File: src/rtl/mem_arbiter.sv
// Two-port arbiter (instruction fetch / data) in front of a single-port memory.
// Data port has priority, bounded by a starvation counter that forces a fetch grant.
module mem_arbiter #(
  parameter int unsigned ADDR_W     = 32,
  parameter int unsigned DATA_W     = 32,
  parameter int unsigned STARVE_MAX = 4
) (
  input  logic              clk,
  input  logic              rst,
  // instruction-fetch port
  input  logic              if_req,
  input  logic [ADDR_W-1:0] if_addr,
  output logic              if_ready,
  output logic              if_rvalid,
  output logic [DATA_W-1:0] if_rdata,
  // data port
  input  logic              dm_req,
  input  logic              dm_we,
  input  logic [ADDR_W-1:0] dm_addr,
  input  logic [DATA_W-1:0] dm_wdata,
  output logic              dm_ready,
  output logic              dm_rvalid,
  output logic [DATA_W-1:0] dm_rdata,
  input  logic              flush,
  // shared memory
  output logic              mem_req,
  output logic              mem_we,
  output logic [ADDR_W-1:0] mem_addr,
  output logic [DATA_W-1:0] mem_wdata,
  input  logic              mem_ack,
  input  logic [DATA_W-1:0] mem_rdata,
  output logic              busy
);

  typedef enum logic [1:0] {StIdle, StIfBusy, StDmBusy} state_e;

  state_e            r_state, w_state_d;
  logic [3:0]        r_streak;
  logic              r_mem_req, r_mem_we, r_if_kill, r_if_rvalid, r_dm_rvalid;
  logic [ADDR_W-1:0] r_mem_addr;
  logic [DATA_W-1:0] r_mem_wdata, r_if_rdata, r_dm_rdata;
  logic              w_idle, w_streak_max, w_if_acc, w_dm_acc, w_ack;

  // A flushed fetch cannot be granted, so the data port may win even at the streak limit.
  always_comb begin
    w_idle       = (r_state == StIdle);
    w_streak_max = (r_streak == 4'(STARVE_MAX));
    w_if_acc     = w_idle && if_req && !flush && (!dm_req || w_streak_max);
    w_dm_acc     = w_idle && dm_req && !w_if_acc;
    w_ack        = r_mem_req && mem_ack;
  end

  always_comb begin
    w_state_d = r_state;
    unique case (r_state)
      StIdle: begin
        if (w_if_acc)      w_state_d = StIfBusy;
        else if (w_dm_acc) w_state_d = StDmBusy;
      end
      StIfBusy, StDmBusy: begin
        if (w_ack) w_state_d = StIdle;
      end
      default: w_state_d = StIdle;
    endcase
  end

  always_ff @(posedge clk or negedge rst) begin
    if (!rst) r_state <= StIdle;
    else      r_state <= w_state_d;
  end

  always_ff @(posedge clk or negedge rst) begin
    if (!rst) begin
      r_streak    <= '0;
      r_mem_req   <= 1'b0;
      r_mem_we    <= 1'b0;
      r_mem_addr  <= '0;
      r_mem_wdata <= '0;
      r_if_kill   <= 1'b0;
      r_if_rvalid <= 1'b0;
      r_if_rdata  <= '0;
      r_dm_rvalid <= 1'b0;
      r_dm_rdata  <= '0;
    end else begin
      r_if_rvalid <= 1'b0;
      r_dm_rvalid <= 1'b0;
      if (w_if_acc) begin
        r_mem_req   <= 1'b1;
        r_mem_we    <= 1'b0;
        r_mem_addr  <= if_addr;
        r_mem_wdata <= '0;
        r_if_kill   <= 1'b0;
        r_streak    <= '0;
      end else if (w_dm_acc) begin
        r_mem_req   <= 1'b1;
        r_mem_we    <= dm_we;
        r_mem_addr  <= dm_addr;
        r_mem_wdata <= dm_wdata;
        if (!if_req)           r_streak <= '0;
        else if (!w_streak_max) r_streak <= r_streak + 4'd1;
      end
      // Remember any flush during the fetch so its response is dropped.
      if (r_state == StIfBusy && flush) r_if_kill <= 1'b1;
      if (w_ack) begin
        r_mem_req <= 1'b0;
        if (r_state == StIfBusy) begin
          if (!(r_if_kill || flush)) begin
            r_if_rvalid <= 1'b1;
            r_if_rdata  <= mem_rdata;
          end
        end else begin
          r_dm_rvalid <= 1'b1;
          r_dm_rdata  <= r_mem_we ? '0 : mem_rdata;
        end
      end
    end
  end

  assign if_ready  = w_if_acc;
  assign dm_ready  = w_dm_acc;
  assign if_rvalid = r_if_rvalid;
  assign if_rdata  = r_if_rdata;
  assign dm_rvalid = r_dm_rvalid;
  assign dm_rdata  = r_dm_rdata;
  assign mem_req   = r_mem_req;
  assign mem_we    = r_mem_we;
  assign mem_addr  = r_mem_addr;
  assign mem_wdata = r_mem_wdata;
  assign busy      = !w_idle;

endmodule

File: config.mk
export PLATFORM = sky130hd
export DESIGN_NAME = mem_arbiter
export DESIGN_NICKNAME = d
export VERILOG_FILES = /design/src/rtl/mem_arbiter.sv
export SDC_FILE = /design/constraint.sdc
export NUM_CORES = 1
export LEC_CHECK = 0
export BUFFER_PORTS_ARGS = -buffer_cell sky130_fd_sc_hd__buf_2
export CORE_MARGIN = 2
export CORE_UTILIZATION = 47
export DETAILED_ROUTE_END_ITERATION = 10
export PLACE_DENSITY = 0.79
export SYNTH_ARGS = -nofsm -noshare
export SYNTH_HDL_FRONTEND = slang
export SYNTH_SLANG_ARGS = --single-unit
File: constraint.sdc
create_clock -name clk -period 2.05 [get_ports clk]
set_input_delay 0.205 -clock clk [delete_from_list [all_inputs] [get_ports clk]]
set_output_delay 0.205 -clock clk [all_outputs]
set_load 0.01 [all_outputs]
Yosys cells after proc, flatten, opt, wreduce, memory -nomap -nowiden
Cells that the tools add are included.
Storage, ports and cells
  bits in registers: 139
  input port bits: 135
  logic and storage cells: 67
Operators by class
  add/subtract/negate cells: 1
  eq/ne operators: 6
  mux-type cells: 25
  bitwise logic cells: 2
  reductions and logical operators: 22
Operators by type and width (count)
  32-bit two-way mux: 5
  4-bit two-way mux: 4
  1-bit two-way mux: 12
  1-bit logical AND: 7
  2-bit two-way mux: 3
  3-bit != test (second input constant): 2
  2-bit AND reduction: 3
  4-bit by 1-bit adder with 4-bit output (second input constant): 1
  4-bit by 3-bit == test with 1-bit output (second input constant): 1
  1-bit zero test: 4
  2-bit case mux with 2 select lines: 1
  2-bit nonzero test: 2
  3-bit AND reduction: 1
  3-bit nonzero test: 1
  2-bit by 1-bit == test with 1-bit output (second input constant): 1
  2-bit == test (second input constant): 1
  2-bit zero test: 1
  1-bit logical OR: 2
  2-bit != test (second input constant): 1
  1-bit inverter: 2
  2-bit OR reduction: 1

Logic depth before layout (Yosys ltp)
  depth in word-level cells: 9
  depth in mapped cells: 9
  mapped depth without buffers: 6

Least setup slack after synthesis
Ideal clock, no wire load.
  path kind: reg-to-output
  start point: register r_state[0]
  end point: output if_ready
  arrival time: 1.512 ns
  path slack: 0.333 ns
  stages on the path, launching flop included: 8
  buffers on the path: 3
  path through: dfrtp_1 > inv_1 > ha_1 > clkbuf_2 > inv_1 > a2111oi_4 > buf_6 > clkbuf_8
Between the ends
  cells in the longest elaborated chain, start to end: 4
Ends and longest elaborated chain
  start, declared: RTL line 37  | state_e r_state, w_state_d;
  start signal, assigned: RTL line 68  | if (!rst) r_state <= StIdle;
  start signal, assigned: RTL line 69  | else r_state <= w_state_d;
  2-bit zero test: RTL line 46  | w_idle = (r_state == StIdle);
  1-bit logical AND (3 in series): RTL line 48  | w_if_acc = w_idle && if_req && !flush && (!dm_req || w_streak_max);
  end, declared: RTL line 13  | output logic if_ready,
Every way passes these cells.

Final worst setup path
  start point: register r_streak[0]
  end point: output if_ready
Between the ends
  cells in the longest elaborated chain, start to end: 3
Ends and longest elaborated chain
  start, declared: RTL line 38  | logic [3:0] r_streak;
  start signal, assigned: RTL line 100  | else if (!w_streak_max) r_streak <= r_streak + 4'd1;
  4-bit by 3-bit == test with 1-bit output: RTL line 47  | w_streak_max = (r_streak == 4'(STARVE_MAX));
  1-bit logical OR: RTL line 48
  1-bit logical AND: RTL line 48
Every way passes these cells.

==> results.md <==
Routing:
- The routed layout has 4728 vias.
- The number of violations reported at the end of detailed-routing iteration 0 is 253.
- In the routed design, unresolved DRC markers number 0.
- The wire length on met2 is 7.807 mm.
- The routed via count divided by cell count is 5.111.
- The routed length on met1 is 6.041 mm.
- The wire length on met3 is 893 um.
- The remaining number of nets flagged by the antenna check after routing is 0.
- The final layout contains routed wiring with a total length of 15.07 mm.
- The routed length per instance is 16.30 um.
- The first detailed-routing pass took 4 iterations.
- The top layer reached by signal wires is met4.

Floorplan:
- The horizontal extent of the die is 114.6 um.
- The initial utilization of the core area, before any placement, comes to 48.04%.
- 270 I/O pins were placed.
- The initialized floorplan defines 40 standard-cell rows.
- The die is 114.6 um tall.
- The die covers 13130 um2.
- The region available for standard cell placement spans 11960 um2.

Synthesis:
- The total nets after synthesis is 609.
- The post-synthesis instance area is 5747 um2.
- The biggest area consumer among synthesized cells is sky130_fd_sc_hd__dfrtp_1.
- After synthesis, the cell types taking the most area are sky130_fd_sc_hd__dfrtp_1, sky130_fd_sc_hd__mux2_2, sky130_fd_sc_hd__mux2i_1.
- The xor-xnor portion of the synthesized cell area is 0%.
- The gate count after technology mapping is 470.
- The number of warnings printed during yosys synthesis is 0.
- The per-instance average area after synthesis is 12.23 um2.
- The complex-gate fraction of the synthesized area is 13.19%.
- The synthesized netlist contains 32 unique library cells.
- The share of synthesized area occupied by flip-flops and latches is 60.53%.
- The post-synthesis adder-cell area fraction is 0.8709%.
- The synthesized netlist devotes 9.340% of its cell area to simple gates.
- The share of Yosys cell area claimed by the top area cell type is 60.53%.
- The mux contribution to synthesized area is 12.21%.
- The register bit count reported by yosys is 139.
- The main combinational cell family by area after synthesis is compound AO/OA/AOI/OAI gates.

STA:
- Hold is met by 0.01936 ns.
- For the pin with the worst max-slew slack, the measured transition is 0.4997 ns.
- The highest achievable clock rate is 488.8 MHz.
- The number of endpoints with negative hold slack in the final report is 0.
- The post-route fraction of the period consumed by the critical path is 99.79%.
- The time the worst path needs with I/O delays and setup is 2.046 ns.
- The post-route clock skew is 0.01084 ns.
- Setup repair after global routing could not meet its margin everywhere.
- The number of max-slew violations in the final report is 0.
- The relative max-transition margin is 66.68%.
- The number of endpoints failing setup at the final stage is 0.

Job:
- Across the run, the number of max-cap violations was 0.

Pwr:
- The analysis attributes to cell leakage a power of 4.391 nW.
- The total design power is 12.17 mW.
- The worst-case IR drop observed on VDD is 0.7327 mV.
- Power spread over the standard cell area amounts to 1494 nW/um2.

Worst setup path:
- The stage delay of the slowest cell on the critical path is 0.41 ns.
- Walking the worst path, the cells encountered are inv_2 > ha_2 > nand3b_1 > a2111oi_4 > buf_12 > buf_6.
- The worst setup path is of the reg2out kind.
- Data on the critical path arrives at its endpoint at 1.84 ns.
- STA classifies the critical path endpoint as a primary output.
- The cell with the largest stage delay on the worst path is sky130_fd_sc_hd__a2111oi_4.
- The startpoint type of the worst setup path is a register.
- In this run the worst path has a maximum fanout of 2.
- The required time of the critical path is 1.85 ns.

Layout:
- Leaving out fill and tap cells, the most frequent cell in the layout is sky130_fd_sc_hd__buf_2.
- Cells with a size suffix above 1 make up 47.43% of the layout.
- The layout has 876 filler cells.
- The growth of design area from synthesis to finish is 41.78%.
- The final net count is 904.
- In the layout the commonest cells are sky130_fd_sc_hd__buf_2, sky130_fd_sc_hd__dfrtp_1, sky130_fd_sc_hd__nand2_1, sky130_fd_sc_hd__o21ai_0, sky130_fd_sc_hd__a22o_1.
- The total inserted antenna cells is 0.
- For this run, the share of the core covered by cells in the final layout is 68.12%.

Placement:
- The congestion estimate from routability-driven global placement came to 0.8132.
- The count of input and output buffers is 269.
- The HPWL after detailed placement is 10.09 mm.

Clock network:
- The clock passes through at most 2 buffers.
- After clock tree synthesis, the clock-pin slew on the worst setup and hold paths is 0.06 ns.
- The clock root buffer is sky130_fd_sc_hd__clkbuf_16.
- The H-tree depth reported by CTS is 4.
- The clock tree from TritonCTS is done.
- At the later pin of the worst-skew pair, clock insertion delay measures 0.40 ns.
- The number of sinks on the clock net is 139.
- The total clock buffers created by CTS is 17.

Global routing:
- The total global-route track usage is 22.68%.
- The wire length of the first global-routing pass is 23.37 mm.
- The initial antenna violation count is 0.
- The final global-route overflow total is 0.
- The via count of the first global-routing pass is 4880.
- Entering global routing, the biggest net connects 66 pins.

Run status:
- The run finished with clean final reports.

Worst hold path:
- The worst hold-check path type is in2reg.
-- where the power goes --
group / switching, mW / internal (mW) / total [mW] / leakage [nW]
Sequential: 0.619 / 3.92 / 4.54 / 1.77
Clock: 1.13 / 1.77 / 2.89 / 0.280
Combinational: 2.49 / 2.24 / 4.74 / 2.34
Total: 4.24 / 7.93 / 12.2 / 4.39
-- final timing paths --
path / end / slack, ns / startpoint / depth (start not counted)
min in group asynchronous: if_rdata[12] / 0.33 / rst / 2
min: mem_addr[16] / 0.02 / if_addr[16] / 3
max in group asynchronous: if_rdata[20] / 0.95 / rst / 3
max: if_ready / 0.004 / r_streak[0] / 6
max reg2reg: mem_addr[15] / 0.06 / r_streak[0] / 9
min reg2reg: dm_rdata[31] / 0.47 / dm_rdata[31] / 2
-- sequential cells by signal (all words and copies together) (netlist names), 2 cells and up --
name       flops
mem_wdata     32
if_rdata      32
dm_rdata      32
mem_addr      32
r_streak       4
r_state        2
-- metal layers --
layer	track usage (%)	up-vias
li1	-	2228
met1	26.86	2277
met2	39.72	191
met3	5.241	32
met4	9.350	0
met5	0	-
-- critical path, delay by kind of cell (launching register included) --
family          cells  cell delay [ns]
compound gates      1             0.41
flops               1             0.39
fa+ha+maj           1             0.17
simple gates        1             0.16
buf+inv             3             0.32
-- synth_stat cells, drive strengths merged --
master / n
nor2b: 2
or2: 1
dfrtp: 139
o21ai: 65
nor4b: 1
and3b: 1
nand2b: 32
inv: 10
nor2: 2
nand2: 68
ha: 4
a21o: 2
a22o: 37
a21oi: 2
mux2: 33
o221ai: 2
nand3: 1
a2111oi: 1
o22ai: 2
mux2i: 33
nand3b: 1
clkbuf: 18
and2: 1
buf: 12
-- stage by stage --
step | instance area, um2 | setup WS, ns | instances | setup TNS [ns]
detailed placement | 7287 | 0.1680 | 869 | 0
CTS | 8105 | 0.003987 | 922 | 0
floorplan | 5747 | 0.3331 | 470 | 0
global placement | 7287 | 0.2385 | 869 | 0
finish | 8148 | 0.004237 | 925 | 0
global route | 8148 | -0.07906 | 925 | -0.07906
-- cell type report --
class / count / area (um2) / area share, %
flip-flops and latches: 139 / 3478 / 42.69
clock inverters: 10 / 92.59 / 1.136
repair buffers: 306 / 1822 / 22.36
inverters: 10 / 37.54 / 0.4607
multi-input cells: 291 / 2059 / 25.28
clock buffers: 22 / 474.2 / 5.820
well taps: 147 / 183.9 / 2.257
-- cells by family (layout without fill, tap and decap cells) --
| kind of cell | count (synthesis) | after routing |
|---|---|---|
| muxes | 66 | 66 |
| adders and majority gates | 4 | 4 |
| DFF | 139 | 139 |
| and+or+nand+nor | 110 | 110 |
| buffers and inverters | 40 | 348 |
| AOI/OAI and AO/OA | 111 | 111 |
-- timing repair --
action / in CTS / in global routing
setup buffers: 5 / 2
gates cloned: 2 / 1
gates resized for setup: 3 / 4
pin swaps: 1 / 0
setup endpoints to repair: 2 / 14
hold endpoints to repair: 60 / 0
hold buffers: 14 / 0
(Power assumes the default switching activity.)
